File: config.mk
export PLATFORM = sky130hd
export DESIGN_NAME = mcp3202_conv_scheduler
export DESIGN_NICKNAME = d
export VERILOG_FILES = /design/src/rtl/mcp3202_pkg.sv /design/src/rtl/mcp3202_tick_gen.sv /design/src/rtl/mcp3202_conv_scheduler.sv
export SDC_FILE = /design/constraint.sdc
export NUM_CORES = 1
export LEC_CHECK = 0
export ABC_AREA = 0
export CORE_MARGIN = 5
export CORE_UTILIZATION = 55
export DETAILED_ROUTE_END_ITERATION = 12
export GPL_TIMING_DRIVEN = 0
export PLACE_DENSITY = 0.88
export SYNTH_ARGS = -nofsm -noshare
export SYNTH_HDL_FRONTEND = slang
export SYNTH_HIERARCHICAL = 1
export SYNTH_SLANG_ARGS = --single-unit
File: constraint.sdc
create_clock -name clk -period 2.4 [get_ports clk]
set_clock_uncertainty 0.15 [all_clocks]
set_input_delay 0.48 -clock clk [delete_from_list [all_inputs] [get_ports clk]]
set_output_delay 0.48 -clock clk [all_outputs]
set_load 0.005 [all_outputs]
File: src/rtl/mcp3202_pkg.sv
// Shared types and constants for the MCP3202 conversion scheduler.
// FSM encoding, channel ids and datapath widths.
package mcp3202_pkg;

    typedef enum logic [1:0] {
        ST_IDLE,
        ST_ISSUE,
        ST_BUSY,
        ST_HOLD
    } state_t;

    localparam logic CH0 = 1'b0;
    localparam logic CH1 = 1'b1;

    localparam int SAMPLE_W = 12;
    localparam int AXIS_W   = 16;

    // Clock cycles one SPI conversion takes in the engine.
    localparam int CONV_CLKS = 15300;

    function automatic int unsigned period_of(
        input int unsigned fclk,
        input int unsigned fs
    );
        return fclk / fs;
    endfunction

endpackage

File: src/rtl/mcp3202_tick_gen.sv
// Per-channel sample tick generator.
// Fires one cycle every PERIOD cycles while enabled.
module mcp3202_tick_gen #(
    parameter int unsigned PERIOD = 1000
) (
    input  logic clk,
    input  logic rst,
    input  logic en,
    output logic tick
);

    localparam int unsigned CW = (PERIOD > 1) ? $clog2(PERIOD) : 1;
    localparam logic [CW-1:0] LAST = CW'(PERIOD - 1);

    logic [CW-1:0] cnt;

    // Free-running period counter, parked at zero while disabled.
    always_ff @(posedge clk) begin
        if (rst || !en) begin
            cnt <= '0;
        end else if (cnt == LAST) begin
            cnt <= '0;
        end else begin
            cnt <= cnt + CW'(1);
        end
    end

    assign tick = en && (cnt == LAST);

endmodule

File: src/rtl/mcp3202_conv_scheduler.sv
// Round-robin conversion scheduler for a shared MCP3202 SPI engine.
// Issues one conversion at a time and streams tagged samples out.
module mcp3202_conv_scheduler
    import mcp3202_pkg::*;
#(
    parameter int unsigned FCLK      = 100_000_000,
    parameter int unsigned FSMPL_CH0 = 500,
    parameter int unsigned FSMPL_CH1 = 500,
    parameter bit          SGL       = 1'b1,
    parameter int unsigned TIMEOUT   = 20000
) (
    input  logic                clk,
    input  logic                rst,
    input  logic [1:0]          en,
    input  logic                clr_err,
    output logic                conv_start,
    output logic                conv_sgl,
    output logic                conv_odd,
    input  logic                conv_done,
    input  logic [SAMPLE_W-1:0] conv_data,
    output logic [AXIS_W-1:0]   m_axis_tdata,
    output logic                m_axis_tuser,
    output logic                m_axis_tvalid,
    input  logic                m_axis_tready,
    output logic [1:0]          overrun,
    output logic                timeout
);

    localparam int unsigned P0 = period_of(FCLK, FSMPL_CH0);
    localparam int unsigned P1 = period_of(FCLK, FSMPL_CH1);
    localparam int unsigned TW = (TIMEOUT > 1) ? $clog2(TIMEOUT) : 1;
    localparam logic [TW-1:0] TMO_LAST = TW'(TIMEOUT - 1);

    state_t state;
    state_t state_n;

    logic [1:0]    tick;
    logic [1:0]    pending;
    logic [1:0]    pending_n;
    logic [1:0]    grant_vec;
    logic [1:0]    ov_set;
    logic [1:0]    overrun_n;
    logic          timeout_n;
    logic          grant;
    logic          issue;
    logic          capture;
    logic          tmo_evt;
    logic          cur_ch;
    logic          last_grant;
    logic [TW-1:0] tmo_cnt;

    mcp3202_tick_gen #(.PERIOD(P0)) u_tick0 (
        .clk  (clk),
        .rst  (rst),
        .en   (en[0]),
        .tick (tick[0])
    );

    mcp3202_tick_gen #(.PERIOD(P1)) u_tick1 (
        .clk  (clk),
        .rst  (rst),
        .en   (en[1]),
        .tick (tick[1])
    );

    // Round-robin pick: a lone request wins, a tie goes to the other channel.
    always_comb begin
        grant = CH0;
        if (pending == 2'b11) begin
            grant = ~last_grant;
        end else begin
            grant = pending[1] ? CH1 : CH0;
        end
    end

    // Next-state and control strobes of the conversion FSM.
    always_comb begin
        state_n = state;
        issue   = 1'b0;
        capture = 1'b0;
        tmo_evt = 1'b0;
        unique case (state)
            ST_IDLE: begin
                if (|pending) begin
                    issue   = 1'b1;
                    state_n = ST_ISSUE;
                end
            end
            ST_ISSUE: begin
                state_n = ST_BUSY;
            end
            ST_BUSY: begin
                if (conv_done) begin
                    capture = 1'b1;
                    state_n = ST_HOLD;
                end else if (tmo_cnt == TMO_LAST) begin
                    tmo_evt = 1'b1;
                    state_n = ST_IDLE;
                end
            end
            ST_HOLD: begin
                if (m_axis_tready) begin
                    state_n = ST_IDLE;
                end
            end
            default: state_n = ST_IDLE;
        endcase
    end

    // Request bookkeeping; a tick coinciding with its own grant re-arms.
    always_comb begin
        grant_vec = 2'b00;
        if (issue) begin
            grant_vec = grant ? 2'b10 : 2'b01;
        end
        ov_set    = tick & pending & ~grant_vec;
        pending_n = en & (tick | (pending & ~grant_vec));
        overrun_n = (clr_err ? 2'b00 : overrun) | ov_set;
        timeout_n = (clr_err ? 1'b0 : timeout) | tmo_evt;
    end

    // FSM state register.
    always_ff @(posedge clk) begin
        if (rst) begin
            state <= ST_IDLE;
        end else begin
            state <= state_n;
        end
    end

    // Channel latch, watchdog, output register and sticky flags.
    always_ff @(posedge clk) begin
        if (rst) begin
            pending      <= 2'b00;
            cur_ch       <= CH0;
            last_grant   <= CH1;
            conv_sgl     <= 1'b0;
            tmo_cnt      <= '0;
            m_axis_tdata <= '0;
            m_axis_tuser <= 1'b0;
            overrun      <= 2'b00;
            timeout      <= 1'b0;
        end else begin
            pending <= pending_n;
            overrun <= overrun_n;
            timeout <= timeout_n;
            if (issue) begin
                cur_ch     <= grant;
                last_grant <= grant;
                conv_sgl   <= SGL;
            end
            if (state == ST_ISSUE) begin
                tmo_cnt <= '0;
            end else if (state == ST_BUSY) begin
                tmo_cnt <= tmo_cnt + TW'(1);
            end
            if (capture) begin
                m_axis_tdata <= {{(AXIS_W - SAMPLE_W){1'b0}}, conv_data};
                m_axis_tuser <= cur_ch;
            end
        end
    end

    assign conv_start    = (state == ST_ISSUE);
    assign conv_odd      = cur_ch;
    assign m_axis_tvalid = (state == ST_HOLD);

endmodule

Word-level counts from Yosys, hierarchy flattened
Index checks and enable logic that the tools add are counted.
{"block": "classes", "n_mux": 18, "addsub": 3, "n_reduce_logical": 12, "n_bitwise": 9, "n_eq_ne": 10}
{"operator": "$add A18 B1 Y18 const B", "count": 2}
{"operator": "$eq A18 B18 Y1 const B", "count": 2}
{"operator": "$add A15 B1 Y15 const B", "count": 1}
{"operator": "$eq A15 B15 Y1 const B", "count": 1}
{"operator": "$mux W2", "count": 7}
{"operator": "$mux W1", "count": 10}
{"operator": "$and A2 B2 Y2", "count": 4}
{"operator": "$pmux W2 S4", "count": 1}
{"operator": "$reduce_or A2 Y1", "count": 4}
{"operator": "$eq A2 B2 Y1 const B", "count": 3}
{"operator": "$or A2 B2 Y2", "count": 2}
{"operator": "$ne A3 B3 Y1 const B", "count": 1}
{"operator": "$reduce_and A3 Y1", "count": 1}
{"operator": "$eq A2 B1 Y1 const B", "count": 1}
{"operator": "$logic_and A1 B1 Y1", "count": 2}
{"operator": "$logic_not A1 Y1", "count": 2}
{"operator": "$logic_not A2 Y1", "count": 1}
{"operator": "$logic_or A1 B1 Y1", "count": 2}
{"operator": "$ne A2 B1 Y1 const B", "count": 1}
{"operator": "$ne A2 B2 Y1 const B", "count": 1}
{"operator": "$not A2 Y2", "count": 1}
{"operator": "$not A1 Y1", "count": 1}
{"operator": "$or A1 B1 Y1", "count": 1}
{"block": "word_totals", "wordCells": 64, "register_bits": 74}

Longest topological paths before layout
Gate-level depths: netlist of run 1.
{"block": "logic_depth", "word_depth": 8, "ltp_mapped": 7, "mapped_depth_nobuf": 7}

Hierarchy
Netlist of run 1, hierarchy kept.
{"module": "mcp3202_tick_gen", "instances": 2, "cells_per_inst": 97, "area_each_um2": 845.8}
{"module": "mcp3202_conv_scheduler", "instances": 1, "cells_per_inst": 202, "area_each_um2": 1646.6}

Worst setup path before layout of run 1
No wires, ideal clock.
{"block": "synth_path", "kind": "reg2reg", "start": "register u_tick0.cnt[0]", "end": "register u_tick0.cnt[11]", "n_path_buf": 2, "path_slack_ns": 0.561, "synth_period_minus_slack_ns": 1.839, "stages_incl_launch_ff": 8, "t_arrival_ns": 1.571, "cell_sequence": "dfxtp_1 ha_1 and3_1 and3_1 a41o_1 buf_2 buf_2 nor2_1"}
{"block": "synth_between", "elab_chain_cells": 2, "word_cells_on_any_way": 3, "cone_classes": "add/sub: 1; eq/ne: 1; reduce/logical: 1"}
{"item": "start: declaration", "line_no": "mcp3202_tick_gen.sv:15", "rtl": "logic [CW-1:0] cnt;"}
{"item": "start signal: assignment", "line_no": "mcp3202_tick_gen.sv:24", "rtl": "cnt <= cnt + CW'(1);"}
{"item": "parallel branches: the longest is 2 deep, another holds $add A18 B1 Y18"}
Several ways; the timed one is not identified.
A chain may end at the register's enable or synchronous reset.

Worst setup path after layout of run 1
{"block": "layout_path", "start": "register state[1]", "end": "output port m_axis_tvalid"}
{"block": "layout_between", "elab_chain_cells": 1}
{"item": "start: declaration", "line_no": "mcp3202_conv_scheduler.sv:34", "rtl": "state_t state;"}
{"item": "start signal: assignment", "line_no": "mcp3202_conv_scheduler.sv:127", "rtl": "state <= state_n;"}
{"item": "$eq A2 B2 Y1", "line_no": "mcp3202_conv_scheduler.sv:166", "rtl": "assign m_axis_tvalid = (state == ST_HOLD);"}
{"item": "end: declaration", "line_no": "mcp3202_conv_scheduler.sv:23", "rtl": "output logic m_axis_tvalid,"}
Every way passes these cells.

==> reports/metrics.yaml, run 1 <==
status: "finished clean"
whs_path_depth: 2
clockBufferDepth: 2
avgSynthCellArea_um2: 8.430
grt-ovfl-total: 0
hold_path_class: "reg -> reg"
critPathCaptureType: "output pin"
maxCapViolations: 0
ff2ff_path_depth: 7
min_period_ns: 2.304
synth_simple_gate_area_share_pct: 31.45
grt_usage_pct: 19.40
rsz0062_at_grt: "no"
dieArea_mm2: 0.007727
ioPinCount: 43
drtAntennaViolNets: 0
initial_core_util_pct: 56.38
rr_endpoint: "u_tick1/cnt[3]$_SDFF_PP0_"
r2r_start: "u_tick1/cnt[0]$_SDFF_PP0_"
synthXorXnorAreaFrac_pct: 9.970
grt_start_max_net_pins: 16
area_delta_synth_final_pct: 20.05
multi_input_area_mm2: 0.001735
gp_congestion: 0.8524
cts_num_sinks: 74
synthFlopType: "dfxtp_1"
slew_violations: 0
p_int_uw: 1660
clock_latency_ns: 0.35
crit_type: "reg -> out"
power_density_mw_per_mm2: 549.0
finalSetupTns_ns: 0
layout.nets: 469
p_clk_share_pct: 40.5
leakage_uw: 0.001342
hold_buffers: 0
path_clk_slew_ns: 0.09
dr.pass1.iters: 4
arrival_ns: 1.67
synth_fa_ha_area_share_pct: 1.124
synth_compound_area_share_pct: 8.696
holdCritStartpoint: "m_axis_tdata[9]$_SDFFE_PP0P_"
fin_crit_sh_pct: 95.98
ys_seq_elements: 74
setup_viol: 0
synth.distinct_cells: 42
startpoint_type: "register"
nFillCells: 476
vias: 2893
coreArea_mm2: 0.005921
drtIter0Drc: 138
r2r_slack_ns: 0.21
synth_warnings: 6
fp.dieH_um: 87.91
numCtsBuffers: 9
totalWireLength_mm: 7.153
hold_viol: 0
vias_per_cell: 5.490
swShare_pct: 24.56
min_to: "m_axis_tdata[9]$_SDFFE_PP0P_"
crit_path_max_fanout: 10
sequentialPowerShare_pct: 56.1
grt_pass1_vias: 2617
total_power_uw: 2200
seq_area_mm2: 0.001484
grt_pass1_wl_mm: 11.83
ir_drop_mv: 0.4033
pwr-share-comb_pct: 3.4
cp.required_ns: 1.77
drive_gt1_share_pct: 8.407
rows: 28
cts_tree: "yes"
drc: 0
antennaDiodeCount: 0
p_sw_uw: 540.3
netlist_instances: 396
antenna_found_initial: 0
portBuffers: 38
synthArstFlopShare_pct: 0
muxShareOfSynthArea_pct: 0.2999
fmax_ghz: 0.4341
die_x_um: 87.91
synth_top_family_by_area: "simple AND/OR/NAND/NOR gates"
synth_edf_count: 0
cts-htree-levels: 3
netlist_area_mm2: 0.003338
clockRootBuffer: "clkbuf_8"
dp_hpwl_mm: 5.160
detail_route.wl_per_cell_um: 13.57
synth-seq-area-share_pct: 44.38
==> registers in the layout, summed over array words and instances, names as in the netlist <==
register and count:
conv_odd 1, conv_sgl 1, last_grant 1, m_axis_tdata 12, m_axis_tuser 1, overrun 2, pending 2, state 2
timeout 1, tmo_cnt 15, u_tick0/cnt 18, u_tick1/cnt 18
==> worst max-delay path, cell delays in order, from the launching register on <==
cell,delay (ns)
dfxtp_2,0.40
clkbuf_4,0.22
and2_1,0.18
clkdlybuf4s50_1,0.53
==> cell usage in the layout, fill, tap and decap left out, types with 3 or more instances in the layout <==
cell type	count
nand4_1	17
ha_1	3
or3_1	3
nor2b_1	6
buf_2	6
nand3_1	12
a211oi_1	3
o21ai_0	7
inv_1	5
nand2_1	47
nand2b_1	3
clkbuf_8	9
nor2_1	57
nor4_1	11
nor4b_1	4
xor2_1	12
clkdlybuf4s50_1	38
a21oi_1	30
nor3_1	9
xnor2_1	26
inv_6	4
buf_4	6
conb_1	4
nor3b_1	5
dfxtp_1	72
and3_1	12
clkbuf_1	8
==> cells by family after synthesis <==
| kind of cell | count (synthesis) |
|---|---|
| other | 1 |
| xor gates and xnor gates | 38 |
| DFF | 74 |
| buffers and inverters | 27 |
| muxes | 1 |
| AOI/OAI and AO/OA | 50 |
| adders and majority gates | 3 |
| and+or+nand+nor | 202 |
==> cell usage after synthesis, types with 2 or more instances <==
master,n,area (um2)
xor2_1,12,105.1
nand3_1,12,60.06
nor3_1,9,45.04
or3_4,2,22.52
a211oi_1,3,22.52
nand4_4,2,42.54
nor4_1,11,68.82
buf_4,6,45.04
and2_1,2,12.51
o21ai_0,7,35.03
and3_1,12,75.07
dfxtp_1,74,1481
clkbuf_1,9,33.78
nor2b_1,6,37.54
ha_1,3,37.54
xnor2_1,26,227.7
nor4b_1,4,35.03
buf_2,7,35.03
or3_2,2,15.01
nand2b_1,3,18.77
o31ai_1,2,15.01
or2b_1,2,15.01
and4b_1,2,20.02
nand4_1,17,106.4
or3_1,3,18.77
or4_1,2,15.01
nand2_1,47,176.4
nor3b_1,5,37.54
a41o_1,2,20.02
a21oi_1,30,150.1
inv_1,5,18.77
nor2_1,57,214.0
==> power groups by stage <==
stage | registers [uW] | logic [uW] | clock network [uW]
after floorplan | 1260 | 32.1 | 0
after global placement | 1260 | 72.7 | 0
after detailed placement | 1260 | 73.8 | 0
after CTS | 1230 | 74.6 | 907
after global routing | 1240 | 80.8 | 977
final | 1230 | 74.1 | 891
==> layer usage <==
layer  vias up  global-route usage (%)  share of wire, %
li1       1468                       -                 -
met2        92                   30.89                46
met5         -                       0                 0
met4         0                   10.88               2.4
met3        14                   3.857               6.3
met1      1319                   24.53                45
==> area by class of cell <==
| type | count | share of cell area [%] |
|---|---|---|
| timing repair buffer | 38 | 9.491 |
| inverter | 5 | 0.4683 |
| tap | 75 | 2.342 |
| sequential | 74 | 37.03 |
| clock buffer | 9 | 3.091 |
| clock inverter | 7 | 1.467 |
| multi-input combinational | 298 | 43.30 |
| buffer | 21 | 2.810 |
==> metrics by stage <==
stage / cells / instance area (um2) / util [%] / setup slack [ns] / hold slack (ns)
floorplan: 399 / 3349 / - / 0.5614 / 0.2921
global placement: 512 / 3824 / 64.58 / 0.1292 / 0.2905
detailed placement: 512 / 3824 / 64.58 / 0.1376 / 0.2988
CTS: 528 / 4010 / 67.73 / 0.05299 / 0.3112
global route: 527 / 4008 / 67.69 / 0.01812 / 0.3371
finish: 527 / 4008 / 67.69 / 0.09636 / 0.3055
==> worst max path at each step <==
stage	slack [ns]	end	startpoint	depth (start not counted)
final	0.1	m_axis_tvalid	state[1]$_SDFFE_PP0P_	3
after global routing	0.02	m_axis_tvalid	state[1]$_SDFFE_PP0P_	3
after CTS	0.05	m_axis_tvalid	state[0]$_SDFFE_PP0P_	3
after detailed placement	0.14	tmo_cnt[6]$_SDFFE_PP0P_	rst	5
after global placement	0.13	tmo_cnt[4]$_SDFFE_PP0P_	rst	5
after floorplan	0.56	u_tick0/cnt[11]$_SDFF_PP0_	u_tick0/cnt[0]$_SDFF_PP0_	7
==> what timing repair did <==
| item | 4_1_cts | 5_1_grt |
|---|---|---|
| setup endpoints to repair | 1 | 1 |
| setup buffers | 0 | 0 |
| gates resized for setup | 3 | 1 |
Note: power is estimated with default switching activity, not from simulation.
==> run 2, diff against run 1 <==
==> constraint.sdc (replaced) <==
create_clock -name clk -period 2.3 [get_ports clk]
set_clock_uncertainty 0.15 [all_clocks]
set_input_delay 0.46 -clock clk [delete_from_list [all_inputs] [get_ports clk]]
set_output_delay 0.46 -clock clk [all_outputs]
set_load 0.005 [all_outputs]
==> run 2 against run 1 <==
Effect of this change: register-to-register slack got worse by 0.04 ns; final area did not move; die area is the same; non-clock buffer count down 1; worst hold slack about the same; power grew 4.4%; combinational power rose by 5.0%; cell count down 0.19%; routed wire length down 0.13%; sequential share of layout area is 0.063 points higher; first-iteration DRC count shrank 17%; critical path type unchanged; flip-flop and latch count is the same.
==> reports/metrics.yaml, run 2 (synthesis gave the netlist of run 1 again) <==
coreArea_mm2: 0.005921
clockRootBuffer: "clkbuf_8"
crit_family: "buffers and inverters"
holdCritStartpoint: "m_axis_tdata[9]$_SDFFE_PP0P_"
whs_ns: 0.3055
final_cell_mix: "dfxtp_1, nor2_1, nand2_1"
antenna_found_initial: 0
grt_pass1_wl_mm: 11.80
rows: 28
r2r_start: "u_tick1/cnt[0]$_SDFF_PP0_"
critical_path.cell_chain: "and2_1, clkdlybuf4s50_1"
hold_buffers: 0
dp_hpwl_mm: 5.160
die_x_um: 87.91
ir_drop_mv: 0.4213
drc: 0
setup_viol: 0
antennaDiodeCount: 0
grt_start_max_net_pins: 18
hold_path_class: "reg -> reg"
rsz0062_at_grt: "no"
slew_violations: 0
power_density_mw_per_mm2: 573.1
min_period_ns: 2.215
crit_path_top_delay_cell: "clkdlybuf4s50_1"
area_delta_synth_final_pct: 20.05
arrival_ns: 1.60
vias_per_cell: 5.435
hold_viol: 0
vias: 2859
initial_core_util_pct: 56.38
fmax_ghz: 0.4515
maxCapViolations: 0
r2r_slack_ns: 0.17
cp.required_ns: 1.69
critPathCaptureType: "output pin"
layout_commonest_cell: "dfxtp_1"
top_regs: "u_tick0/cnt (18), u_tick1/cnt (18), tmo_cnt (15)"
post_cts_buffers: 0
startpoint_type: "register"
layout.nets: 468
setup.worst_path.start: "state[1]$_SDFFE_PP0P_"
fin_crit_sh_pct: 96.29
detail_route.wl_per_cell_um: 13.58
grt_pass1_vias: 2614
gp_congestion: 0.8524
drive_gt1_share_pct: 8.647
final_cell_count_no_fill: 526
portBuffers: 38
cts_tree: "yes"
dr.pass1.iters: 5
drtIter0Drc: 114
dieArea_mm2: 0.007727
crit_buf_inv: 1
ioPinCount: 43
status: "finished clean"
clockBufferDepth: 2
final_util_pct: 67.69
finalSetupTns_ns: 0
leakage_uw: 0.001332
pre_cts_ws_ns: 0.05755
cts_num_sinks: 74
numCtsBuffers: 9
fp.dieH_um: 87.91
grt_usage_pct: 19.36
worst_slack_ns: 0.08530
crit_type: "reg -> out"
drtAntennaViolNets: 0
crit_path_max_fanout: 17
dp_cells: 512
totalWireLength_mm: 7.144
path_clk_slew_ns: 0.09
clock_latency_ns: 0.35
max_stage_delay_ns: 0.53
grt-ovfl-total: 0
cts-htree-levels: 3
## run 2: final timing paths
kind	end	depth (start not counted)
max	m_axis_tvalid	2
min	m_axis_tdata[9]$_SDFFE_PP0P_	2
max reg2reg	u_tick1/cnt[11]$_SDFF_PP0_	7
min reg2reg	m_axis_tdata[9]$_SDFFE_PP0P_	2
## run 2: worst reg2reg max path, cell delays in order (launching register included)
cell	delay, ns
dfxtp_1	0.45
ha_2	0.30
and3_1	0.20
and3_1	0.23
a41o_1	0.16
buf_2	0.20
buf_2	0.25
nor2_1	0.07
## run 2: final cells by class
type | instances | area [um2]
Buffer | 20 | 105.1
Clock buffer | 9 | 123.9
Clock inverter | 7 | 58.81
Fill cell | 479 | 1913
Inverter | 5 | 18.77
Multi-Input combinational cell | 298 | 1740
Sequential cell | 74 | 1486
Tap cell | 75 | 93.84
Timing Repair Buffer | 38 | 380.4
## run 2: layer usage
layer | vias up | track usage (%) | part of all wire, %
met3 | 12 | 3.857 | 5.5
met1 | 1311 | 24.48 | 47
met5 | - | 0 | 0
li1 | 1471 | - | -
met2 | 65 | 30.82 | 46
met4 | 0 | 10.88 | 2.0
## run 2: per-stage QoR
step           cell area (um2)  power (uW)
4_1_cts                   4008        2313
5_1_grt                   4008        2393
3_3_place_gp              3824        1394
3_5_place_dp              3824        1396
6_report                  4008        2297
2_1_floorplan             3349        1351
## run 2: power by group
group	internal, uW	total [uW]	switching, uW
logic	41.3	77.8	36.6
registers	1280	1290	5.83
clock network	408	931	523
total	1730	2300	566
## run 2: repair_timing
item / CTS / global route
resized for setup: 4 / 3
pin swaps: 0 / 0
endpoints found under the hold margin: 0 / 0
setup endpoints to repair: 1 / 12
==> run 3, diff against run 2 <==
--- a/config.mk
+++ b/config.mk
@@ -9,6 +9,7 @@
 export CORE_MARGIN = 5
 export CORE_UTILIZATION = 55
 export DETAILED_ROUTE_END_ITERATION = 12
+export GPL_ROUTABILITY_DRIVEN = 0
 export GPL_TIMING_DRIVEN = 0
 export PLACE_DENSITY = 0.88
 export SYNTH_ARGS = -nofsm -noshare
==> results of run 3 <==
Same layout as run 2: the final DEF is identical, and so are final timing and power.
